===== src/rtl/otter_iobus_arbiter.sv =====
// otter_iobus_arbiter
//   Two-master round-robin arbiter and transaction sequencer for the OTTER
//   memory-mapped I/O bus. Master 0 is the hart data port, master 1 a second
//   bus master (DMA/debug). One transaction is in flight at a time; the bus
//   is held until the peripheral acknowledges or TIMEOUT cycles elapse.
//
// Ports
//   i_clk, i_rst              clock, asynchronous active-high reset
//   i_mN_req/we/sel/addr/w_data   master N request and its payload
//   o_mN_gnt                  combinational accept pulse (IDLE only)
//   o_mN_done/err/r_data      registered completion, timeout flag, read data
//   o_iobus_re/we/sel/addr/data   registered shared bus outputs
//   i_iobus_data, i_iobus_ack     peripheral response
module otter_iobus_arbiter #(
  parameter int TIMEOUT = 255
) (
  input  logic        i_clk,
  input  logic        i_rst,
  input  logic        i_m0_req,
  input  logic        i_m0_we,
  input  logic [3:0]  i_m0_sel,
  input  logic [31:0] i_m0_addr,
  input  logic [31:0] i_m0_w_data,
  output logic        o_m0_gnt,
  output logic        o_m0_done,
  output logic        o_m0_err,
  output logic [31:0] o_m0_r_data,
  input  logic        i_m1_req,
  input  logic        i_m1_we,
  input  logic [3:0]  i_m1_sel,
  input  logic [31:0] i_m1_addr,
  input  logic [31:0] i_m1_w_data,
  output logic        o_m1_gnt,
  output logic        o_m1_done,
  output logic        o_m1_err,
  output logic [31:0] o_m1_r_data,
  output logic        o_iobus_re,
  output logic        o_iobus_we,
  output logic [3:0]  o_iobus_sel,
  output logic [31:0] o_iobus_addr,
  output logic [31:0] o_iobus_data,
  input  logic [31:0] i_iobus_data,
  input  logic        i_iobus_ack
);

  localparam int CW = $clog2(TIMEOUT + 1);
  localparam logic [CW-1:0] CNT_LAST = CW'(TIMEOUT - 1);

  typedef enum logic {IDLE, BUSY} state_t;

  state_t        state, state_nxt;
  logic          last, last_nxt;
  logic          owner, owner_nxt;
  logic [CW-1:0] cnt, cnt_nxt;

  logic          bus_re_nxt, bus_we_nxt;
  logic [3:0]    bus_sel_nxt;
  logic [31:0]   bus_addr_nxt, bus_data_nxt;

  logic          m0_done_nxt, m0_err_nxt, m1_done_nxt, m1_err_nxt;
  logic [31:0]   m0_r_nxt, m1_r_nxt;

  logic          grant;
  logic          win;

  // Arbitration: a lone requester wins; on contention the master that did
  // not win last time gets the bus. No grant while reset is asserted.
  always_comb begin
    grant = 1'b0;
    win   = 1'b0;
    if (state == IDLE && !i_rst) begin
      if (i_m0_req && i_m1_req) begin
        grant = 1'b1;
        win   = ~last;
      end else if (i_m0_req) begin
        grant = 1'b1;
        win   = 1'b0;
      end else if (i_m1_req) begin
        grant = 1'b1;
        win   = 1'b1;
      end
    end
  end

  assign o_m0_gnt = grant & ~win;
  assign o_m1_gnt = grant & win;

  always_comb begin
    state_nxt    = state;
    last_nxt     = last;
    owner_nxt    = owner;
    cnt_nxt      = cnt;
    bus_re_nxt   = o_iobus_re;
    bus_we_nxt   = o_iobus_we;
    bus_sel_nxt  = o_iobus_sel;
    bus_addr_nxt = o_iobus_addr;
    bus_data_nxt = o_iobus_data;
    m0_done_nxt  = 1'b0;
    m1_done_nxt  = 1'b0;
    m0_err_nxt   = o_m0_err;
    m1_err_nxt   = o_m1_err;
    m0_r_nxt     = o_m0_r_data;
    m1_r_nxt     = o_m1_r_data;

    case (state)
      IDLE: begin
        if (grant) begin
          bus_we_nxt   = win ? i_m1_we     : i_m0_we;
          bus_re_nxt   = win ? ~i_m1_we    : ~i_m0_we;
          bus_sel_nxt  = win ? i_m1_sel    : i_m0_sel;
          bus_addr_nxt = win ? i_m1_addr   : i_m0_addr;
          bus_data_nxt = win ? i_m1_w_data : i_m0_w_data;
          last_nxt     = win;
          owner_nxt    = win;
          cnt_nxt      = '0;
          state_nxt    = BUSY;
        end
      end
      BUSY: begin
        // Ack takes priority over a timeout landing in the same cycle.
        if (i_iobus_ack || cnt == CNT_LAST) begin
          if (owner) begin
            m1_done_nxt = 1'b1;
            m1_err_nxt  = ~i_iobus_ack;
            if (!i_iobus_ack)   m1_r_nxt = '0;
            else if (o_iobus_re) m1_r_nxt = i_iobus_data;
          end else begin
            m0_done_nxt = 1'b1;
            m0_err_nxt  = ~i_iobus_ack;
            if (!i_iobus_ack)   m0_r_nxt = '0;
            else if (o_iobus_re) m0_r_nxt = i_iobus_data;
          end
          bus_re_nxt   = 1'b0;
          bus_we_nxt   = 1'b0;
          bus_sel_nxt  = '0;
          bus_addr_nxt = '0;
          bus_data_nxt = '0;
          state_nxt    = IDLE;
        end else begin
          cnt_nxt = cnt + 1'b1;
        end
      end
      default: state_nxt = IDLE;
    endcase
  end

  always_ff @(posedge i_clk or posedge i_rst) begin
    if (i_rst) begin
      state        <= IDLE;
      last         <= 1'b1;
      owner        <= 1'b0;
      cnt          <= '0;
      o_iobus_re   <= 1'b0;
      o_iobus_we   <= 1'b0;
      o_iobus_sel  <= '0;
      o_iobus_addr <= '0;
      o_iobus_data <= '0;
      o_m0_done    <= 1'b0;
      o_m0_err     <= 1'b0;
      o_m0_r_data  <= '0;
      o_m1_done    <= 1'b0;
      o_m1_err     <= 1'b0;
      o_m1_r_data  <= '0;
    end else begin
      state        <= state_nxt;
      last         <= last_nxt;
      owner        <= owner_nxt;
      cnt          <= cnt_nxt;
      o_iobus_re   <= bus_re_nxt;
      o_iobus_we   <= bus_we_nxt;
      o_iobus_sel  <= bus_sel_nxt;
      o_iobus_addr <= bus_addr_nxt;
      o_iobus_data <= bus_data_nxt;
      o_m0_done    <= m0_done_nxt;
      o_m0_err     <= m0_err_nxt;
      o_m0_r_data  <= m0_r_nxt;
      o_m1_done    <= m1_done_nxt;
      o_m1_err     <= m1_err_nxt;
      o_m1_r_data  <= m1_r_nxt;
    end
  end

endmodule


===== config.mk =====
export PLATFORM = sky130hd
export DESIGN_NAME = otter_iobus_arbiter
export DESIGN_NICKNAME = d
export VERILOG_FILES = /design/src/rtl/otter_iobus_arbiter.sv
export SDC_FILE = /design/constraint.sdc
export NUM_CORES = 1
export LEC_CHECK = 0
export CAP_MARGIN = 20
export CORE_ASPECT_RATIO = 1.4
export CORE_MARGIN = 5
export CORE_UTILIZATION = 42
export DETAILED_ROUTE_END_ITERATION = 16
export PLACE_DENSITY_LB_ADDON = 0.1
export SYNTH_ARGS = -nofsm -noshare
export SYNTH_HDL_FRONTEND = slang
export SYNTH_SLANG_ARGS = --single-unit

===== constraint.sdc =====
create_clock -name i_clk -period 6.25 [get_ports i_clk]
set_clock_uncertainty 0.05 [all_clocks]
set_input_delay 1.25 -clock i_clk [delete_from_list [all_inputs] [get_ports i_clk]]
set_output_delay 1.25 -clock i_clk [all_outputs]
set_load 0.01 [all_outputs]

# ---- Word-level counts from Yosys, hierarchy flattened
# Cells that the tools add are included.
dict set report word_totals {
  word_cells 80
  ff_bits 149
}
dict set report classes {
  n_reduce_logical 11
  n_addsub 1
  n_mux 39
  bitwise 9
  n_eq_ne 5
}
# op n
set op_table {}
lappend op_table {{$mux W32} 7}
lappend op_table {{$pmux W32 S2} 2}
lappend op_table {{$mux W1} 20}
lappend op_table {{$mux W8} 2}
lappend op_table {{$pmux W8 S2} 1}
lappend op_table {{$mux W4} 3}
lappend op_table {{$add A8 B1 Y8 const B} 1}
lappend op_table {{$eq A8 B8 Y1 const B} 1}
lappend op_table {{$pmux W4 S2} 1}
lappend op_table {{$reduce_and A4 Y1} 2}
lappend op_table {{$not A1 Y1} 7}
lappend op_table {{$ne A2 B2 Y1 const B} 3}
lappend op_table {{$pmux W1 S2} 3}
lappend op_table {{$reduce_and A2 Y1} 3}
lappend op_table {{$reduce_and A3 Y1} 2}
lappend op_table {{$and A1 B1 Y1} 2}
lappend op_table {{$logic_and A1 B1 Y1} 2}
lappend op_table {{$ne A2 B1 Y1 const B} 1}
lappend op_table {{$logic_not A1 Y1} 1}
lappend op_table {{$logic_or A1 B1 Y1} 1}

# ---- Depth between registers and ports, before layout
# Gate-level depths: netlist (run 1).
dict set report depth {
  word_depth 7
  ltp_mapped 8
}

# ---- Worst setup path after synthesis (run 1)
# OpenSTA, ideal clock, no wires.
dict set report synth_path {
  path_type {input port to output port}
  start {input port i_rst}
  end {output port o_m0_gnt}
  t_arrival_ns 1.947
  required_time_ns 4.950
  setup_slack_ns 3.003
  stages 3
  path_cell_list {nor2_2 o21ai_2 nor2_1}
}
dict set report synth_between {
  elab_chain_len 5
}
# element line
set synth_lines {}
lappend synth_lines {{start, declared} 18} ;# input logic i_rst,
lappend synth_lines {{$logic_not A1 Y1 (no source line) *} --}
lappend synth_lines {{$logic_and A1 B1 Y1 *} 71} ;# if (state == IDLE && !i_rst) begin
lappend synth_lines {{$mux W1} 71}
lappend synth_lines {{$not A1 Y1} 85} ;# assign o_m0_gnt = grant & ~win;
lappend synth_lines {{$and A1 B1 Y1 *} 85}
lappend synth_lines {{end, declared} 24} ;# output logic o_m0_gnt,
# Mark *: on every way between the ends. The rest lies on a longest branch, timed or not.

# ---- Worst setup path in the final report (run 1)
dict set report layout_path {
  start {input port i_rst}
  end {output port o_m1_gnt}
}
dict set report layout_between {
  elab_chain_len 4
}
# element line
set layout_lines {}
lappend layout_lines {{$logic_not A1 Y1 (no source line) *} --}
lappend layout_lines {{$logic_and A1 B1 Y1 *} 71}
lappend layout_lines {{$mux W1} 71}
lappend layout_lines {{$and A1 B1 Y1 *} 86} ;# assign o_m1_gnt = grant & win;
lappend layout_lines {{end, declared} 33} ;# output logic o_m1_gnt,
# Marks and branches as above.

==> out/qor.csv, run 1 <==
stage,metric,value,unit
sta,worstMarginPinSlew,0.805,ns
routing,via_per_inst,5.58,
global_routing,grt_usage,0.236,
power,power_leakage,4.86,nW
synthesis,syn-cell-area,0.00687,mm²
synthesis,synthMuxAreaShare,0.118,
worst_setup_path,r2r_start,state,
power,irDropWorstVdd,264,µV
worst_setup_path,cp.required,4.95,ns
worst_setup_path,path_class,in -> out,
worst_setup_path,startpoint,i_rst,
clocking,cts_hold_buf,0,
clocking,cts_tree,yes,
finish,area_growth,55.5,%
synthesis,synthArstFlopShare,1.00,
sta,max_freq,216,MHz
worst_setup_path,r2r_slack,3.62,ns
worst_setup_path,crit_end,o_m1_gnt,
synthesis,yosys.area.top_type,dfrtp_1,
clocking,h-tree-depth,4,
clocking,cts_buffer_depth,2,
global_routing,antenna_found_initial,0,
synthesis,synth-seq-area-share,0.543,
finish,nNetsFinal,1014,
sta,period_share,0.742,
power,total_power,4.24,mW
sta,tns,0,ns
sta,slew_headroom,0.463,
synthesis,synthCells,543,
clocking,clock-root-buffer,clkbuf_16,
clocking,clkTransAtPathRegs,0.06,ns
worst_setup_path,path_max_fanout,71,
clocking,cts_buffers,17,
synthesis,synthSimpleGateAreaFrac,0.0864,
finish,diodes,0,
worst_setup_path,slowest_delay,0.58,ns
worst_setup_path,r2r_cells,7,
sta,setup_violations,0,
synthesis,yosys_register_bits,149,
clocking,ctsResizeCount,0,
synthesis,yosys_most_used_dff,dfrtp_1,
sta,slew_viol_final,0,
run,drv_cap,0,
synthesis,netlist.area_leader.share,0.539,
clocking,post-cts-setup-buffers,0,
status,outcome,"complete, no violations",
synthesis,synth_top_family_by_area,compound AO/OA/AOI/OAI gates,
synthesis,synth_fp_nets,720,
finish,fin_cells,1049,
clocking,clock-sinks,149,
worst_setup_path,critical_path.slowest_cell,clkdlybuf4s50_1,
floorplanning,fp.dieW,118,µm
synthesis,synth-warning-count,0,
clocking,clk_latency,0.41,ns
worst_setup_path,cp_top_family,buffers and inverters,
placed_design,place_inst,1016,
finish,nFillCells,1239,
routing,wl_per_cell,21.8,µm
placed_design,port_buffers,314,
global_routing,grt_pass1_vias,6406,
synthesis,synth.area.top_cells,"dfrtp_1 (54%), mux2_2 (9.7%), a31o_2 (8.3%)",
global_routing,grt_pass1_wl,36.0,mm
synthesis,synth-edff-count,0,
routing,routed_wl,22.8,mm
synthesis,synth-compound-area-share,0.204,
placed_design,place_congestion,0.878,
floorplanning,io_pins,315,
worst_setup_path,crit_arrival,3.34,ns
sta,hold_viol,0,
synthesis,synthXorXnorAreaFrac,0,
finish,drive_gt1_frac,0.222,
synthesis,ys_types,42,
global_routing,grt-ovfl-total,0,
worst_setup_path,r2r-end,o_m0_r_data[25],
worst_setup_path,critPathLaunchType,input port,
worst_setup_path,cp_cell_sequence,clkdlybuf4s50_1 > nor2_4 > nand2_4 > inv_1 > clkdlybuf4s50_1,
worst_setup_path,cpMostUsedCell,clkdlybuf4s50_1,
floorplanning,initial_core_util,0.426,
worst_hold_path,hold_path.class,reg -> reg,
worst_setup_path,endpoint_kind,output pin,
routing,ant_nets,0,
floorplanning,core_area,0.0161,mm²
floorplanning,fp-row-count,55,
floorplanning,chipHeight,161,µm
global_routing,grt_max_degree,93,
routing,vias,5853,
synthesis,synth_fa_ha_area_frac,0.00364,
worst_setup_path,crit_cells,5,
routing,drt_iter0_drc,378,
synthesis,avgSynthCellArea,12.6,µm²
sta,rsz0062_at_grt,false,
routing,drc,0,
placed_design,hpwlAfterDp,16.3,mm
worst_setup_path,path_buf_inv,3,
routing,dr.pass1.iters,5,
sta,fin_crit,4.64,ns
power,powerDensity,396,mW/mm²
floorplanning,dieArea,0.0190,mm²
## registers in the layout (all words and copies together), names as in the netlist
signal        flops
cnt               8
last              1
o_iobus_addr     32
o_iobus_data     32
o_iobus_re        1
o_iobus_sel       4
o_iobus_we        1
o_m0_done         1
o_m0_err          1
o_m0_r_data      32
o_m1_done         1
o_m1_err          1
o_m1_r_data      32
owner             1
state             1
## cells in the mapped netlist (all sizes together), types with 7 or more instances
| cell | number |
|---|---|
| clkbuf | 30 |
| mux2 | 68 |
| nand3 | 7 |
| inv | 7 |
| a31o | 68 |
| and3 | 69 |
| o21ai | 9 |
| a21oi | 8 |
| nor2 | 8 |
| buf | 20 |
| a22o | 64 |
| dfrtp | 148 |
## how the worst min path moves through the flow
stage / from / end / depth (start not counted)
after floorplan: cnt[3] / cnt[3] / 1
after global placement: o_m1_r_data[7] / o_m1_r_data[7] / 1
after detailed placement: o_m1_r_data[6] / o_m1_r_data[6] / 1
after CTS: o_m0_r_data[23] / o_m0_r_data[23] / 1
after global routing: o_m1_r_data[23] / o_m1_r_data[23] / 1
final: o_m0_r_data[23] / o_m0_r_data[23] / 1
## kinds of logic after synthesis
| kind of cell | Yosys count |
|---|---|
| multiplexers | 69 |
| adder cells (fa/ha/maj) | 2 |
| AO/OA/AOI/OAI | 166 |
| buffers and inverters | 57 |
| AND/OR/NAND/NOR | 100 |
| flip-flops | 149 |
## power breakdown
| group | switching (mW) | internal (mW) |
|---|---|---|
| clock network | 0.419 | 0.576 |
| registers | 0.234 | 1.33 |
| logic | 0.647 | 1.03 |
| total | 1.30 | 2.94 |
## metal layers
| layer | GRT usage | vias to the layer above | part of all wire |
|---|---|---|---|
| met2 | 0.411 | 297 | 0.51 |
| li1 | - | 2661 | - |
| met4 | 0.0788 | 0 | 0.023 |
| met5 | 0 | - | 0 |
| met1 | 0.270 | 2862 | 0.39 |
| met3 | 0.0816 | 33 | 0.078 |
## layout make-up
type	count	area (µm²)	share of cell area
clock buffer	20	457	0.0428
clock inverter	12	119	0.0111
inverter	7	31.3	0.00293
multi-input combinational	337	2860	0.268
sequential	149	3730	0.349
tap	199	249	0.0233
timing repair buffer	325	3240	0.303
## worst register-to-register path, stage by stage (launching register included)
cell and delay, ns:
dfrtp_1 0.57, inv_2 0.17, buf_4 0.61, nor3_2 0.11
buf_4 0.28, a31oi_2 0.19, buf_4 0.37, a22o_1 0.23
## metrics by stage
stage / utilization / setup WS, ns / area (µm²) / hold slack [ns]
6_report: 0.663 / 1.61 / 10700 / 0.445
5_1_grt: 0.663 / 1.46 / 10700 / 0.466
4_1_cts: 0.662 / 1.58 / 10700 / 0.452
3_5_place_dp: 0.626 / 1.61 / 10100 / 0.431
3_3_place_gp: 0.626 / 1.64 / 10100 / 0.434
2_1_floorplan: - / 0.944 / 6870 / 0.439
## cells in the final DEF (no fill, tap or decap), types with 2 or more instances in the layout
master	synthesis	routed
a31o_2	65	65
inv_1	6	5
clkbuf_16	0	17
nor2_1	7	6
nand2_1	5	5
a31oi_1	6	4
a31oi_2	0	2
clkbuf_8	0	2
clkinvlp_4	0	3
dfrtp_1	148	148
and3_1	69	69
inv_6	0	6
mux2_2	59	59
o21ai_0	6	6
o211ai_1	3	3
a21boi_0	2	2
nand4_1	2	2
a21oi_1	7	7
clkinv_4	0	2
ha_1	2	2
mux2_4	9	9
clkdlybuf4s50_1	0	314
buf_4	4	10
a31o_1	3	3
a22o_1	64	64
nand2b_1	2	2
nand3_1	7	7
Power figures use the tool's default switching activity.
==> run 2, diff against run 1 <==
Clock period 6.25 ns to 4.75 ns, I/O delays scaled along.
==> run 2 against run 1 <==
  * Sequential power increased by 32%
  * Largest power group unchanged
  * Critical path depth unchanged
  * Highest routed layer is now met5
  * Power increased by 32%
  * Combinational power increased by 32%
  * Non-clock buffer count increased by 1
  * Routed wire length decreased by 1.2%
  * Critical endpoint is now o_m0_gnt
  * Register-to-register slack got worse by 1.5 ns
==> out/qor.csv, run 2 (synthesized netlist as in run 1, its figures left out) <==
stage,metric,value,unit,change
status,outcome,"complete, no violations",,
sta,worst_slack,0.865,ns,-0.748 ns
sta,fin_crit,3.89,ns,
sta,period_share,0.818,,
global_routing,grt_pass1_wl,36.1,mm,+0.35%
clocking,ctsResizeCount,0,,unchanged
sta,slew_viol_final,0,,unchanged
worst_setup_path,slowest_delay,0.62,ns,+0.04 ns
placed_design,place_inst,1018,,+0.20%
finish,fin_cells,1050,,+0.095%
power,irDropWorstVdd,324,µV,+23%
placed_design,hpwlAfterDp,16.3,mm,about the same
clocking,clk_latency,0.41,ns,about the same
routing,vias,5835,,-0.31%
clocking,clkTransAtPathRegs,0.07,ns,about the same
floorplanning,io_pins,315,,unchanged
worst_setup_path,r2r_slack,2.09,ns,-1.53 ns
sta,hold_viol,0,,unchanged
finish,fin_util,0.665,,+0.00117
floorplanning,chipHeight,161,µm,unchanged
sta,setup_violations,0,,unchanged
worst_setup_path,cp_cell_sequence,clkdlybuf4s50_1 > nor2_4 > o21ai_2 > nor2_1 > clkdlybuf4s50_1,,
power,powerDensity,522,mW/mm²,+32%
worst_setup_path,path_max_fanout,13,,-82%
floorplanning,initial_core_util,0.426,,unchanged
worst_hold_path,hold_path.class,reg -> reg,,
worst_setup_path,cp.required,3.75,ns,-1.20 ns
sta,tns,0,ns,unchanged
worst_setup_path,cpMostUsedCell,clkdlybuf4s50_1,,
routing,drc,0,,unchanged
global_routing,grt-ovfl-total,0,,unchanged
finish,final_area,0.0107,mm²,+0.18%
sta,worstMarginPinSlew,0.816,ns,+0.0106 ns
sta,max_freq,257,MHz,
floorplanning,fp.dieW,118,µm,unchanged
run,drv_cap,0,,unchanged
finish,area_growth,55.8,%,
finish,final_cell_mix,"clkdlybuf4s50_1 (314), dfrtp_1 (148), and3_1 (69)",,
floorplanning,core_area,0.0161,mm²,unchanged
global_routing,grt_usage,0.236,,+0.000298
routing,dr.pass1.iters,5,,unchanged
worst_setup_path,endpoint_kind,output pin,,
routing,drt_iter0_drc,299,,-21%
floorplanning,fp-row-count,55,,unchanged
floorplanning,dieArea,0.0190,mm²,unchanged
routing,via_per_inst,5.56,,-0.40%
finish,nNetsFinal,1015,,+0.099%
clocking,post-cts-setup-buffers,0,,unchanged
finish,nFillCells,1254,,+1.2%
worst_setup_path,path_class,in -> out,,
clocking,cts_hold_buf,0,,unchanged
clocking,clock-sinks,149,,unchanged
placed_design,pre_cts_slack,0.890,ns,-0.715 ns
worst_setup_path,critPathLaunchType,input port,,
clocking,cts_buffers,17,,unchanged
global_routing,grt_max_degree,74,,-20%
clocking,clock-root-buffer,clkbuf_16,,
worst_setup_path,crit_arrival,2.89,ns,-0.45 ns
placed_design,post_dp_cell_area,0.0101,mm²,+0.26%
routing,routed_wl,22.5,mm,-1.2%
placed_design,port_buffers,314,,unchanged
clocking,cts_buffer_depth,2,,unchanged
routing,wl_per_cell,21.5,µm,-1.3%
finish,drive_gt1_frac,0.224,,+0.00209
power,total_power,5.59,mW,+32%
power,power_leakage,4.86,nW,+0.12%
worst_setup_path,critical_path.slowest_cell,clkdlybuf4s50_1,,
finish,final_common_cell,clkdlybuf4s50_1,,
sta,slew_headroom,0.454,,-0.00913
finish,diodes,0,,unchanged
sta,timing.hold.ws,0.448,ns,+0.00357 ns
global_routing,grt_pass1_vias,6252,,-2.4%
clocking,cts_tree,yes,,
global_routing,antenna_found_initial,1,,+1
routing,ant_nets,0,,unchanged
sta,rsz0062_at_grt,false,,
placed_design,place_congestion,0.854,,-2.8%
clocking,h-tree-depth,4,,unchanged
==> run 2: changes by cell type in the layout (fill, tap and decap cells not counted) <==
cell	previous run	this run
clkbuf_1	1	0
clkinvlp_4	3	4
clkbuf_8	2	0
inv_6	6	3
buf_4	10	11
clkinv_8	0	1
inv_8	0	4
==> run 2: area by class of cell <==
type / count / area [µm²] / share of cell area
multi-input combinational: 337 / 2860 / 0.267
clock buffer: 17 / 425 / 0.0398
timing repair buffer: 326 / 3250 / 0.303
clock inverter: 15 / 163 / 0.0152
inverter: 7 / 30.0 / 0.00281
tap: 199 / 249 / 0.0233
sequential: 149 / 3730 / 0.349
==> run 2: worst max-delay path, delay by kind of cell <==
kind | cells | cell delay [ns]
buffers and inverters | 2 | 1.12
and+or+nand+nor | 2 | 0.59
AOI/OAI and AO/OA | 1 | 0.22
==> run 2: where the power goes <==
| group | total, mW | internal [mW] | switching [mW] |
|---|---|---|---|
| clock | 1.32 | 0.745 | 0.572 |
| combinational | 2.21 | 1.35 | 0.855 |
| sequential | 2.06 | 1.75 | 0.311 |
| total | 5.59 | 3.85 | 1.74 |
==> run 2: metal layers <==
metal  vias up  track usage  wire length [µm]  share of wire
met2       271        0.395             11300           0.50
met5         -            0                13        0.00058
li1       2668            -                 -              -
met1      2863        0.283              8990           0.40
met3        31       0.0848              1770          0.079
met4         2       0.0782               487          0.022
==> run 2: worst paths after layout <==
kind,cells past startpoint,end,start
worst max-delay path,5,o_m0_gnt,i_rst
worst min-delay path,1,o_m1_r_data[19],o_m1_r_data[19]
worst max register to register,7,o_iobus_addr[19],cnt[0]
worst min register to register,1,o_m1_r_data[19],o_m1_r_data[19]
max in group asynchronous,3,o_iobus_data[15],i_rst
min in group asynchronous,2,o_m0_r_data[2],i_rst
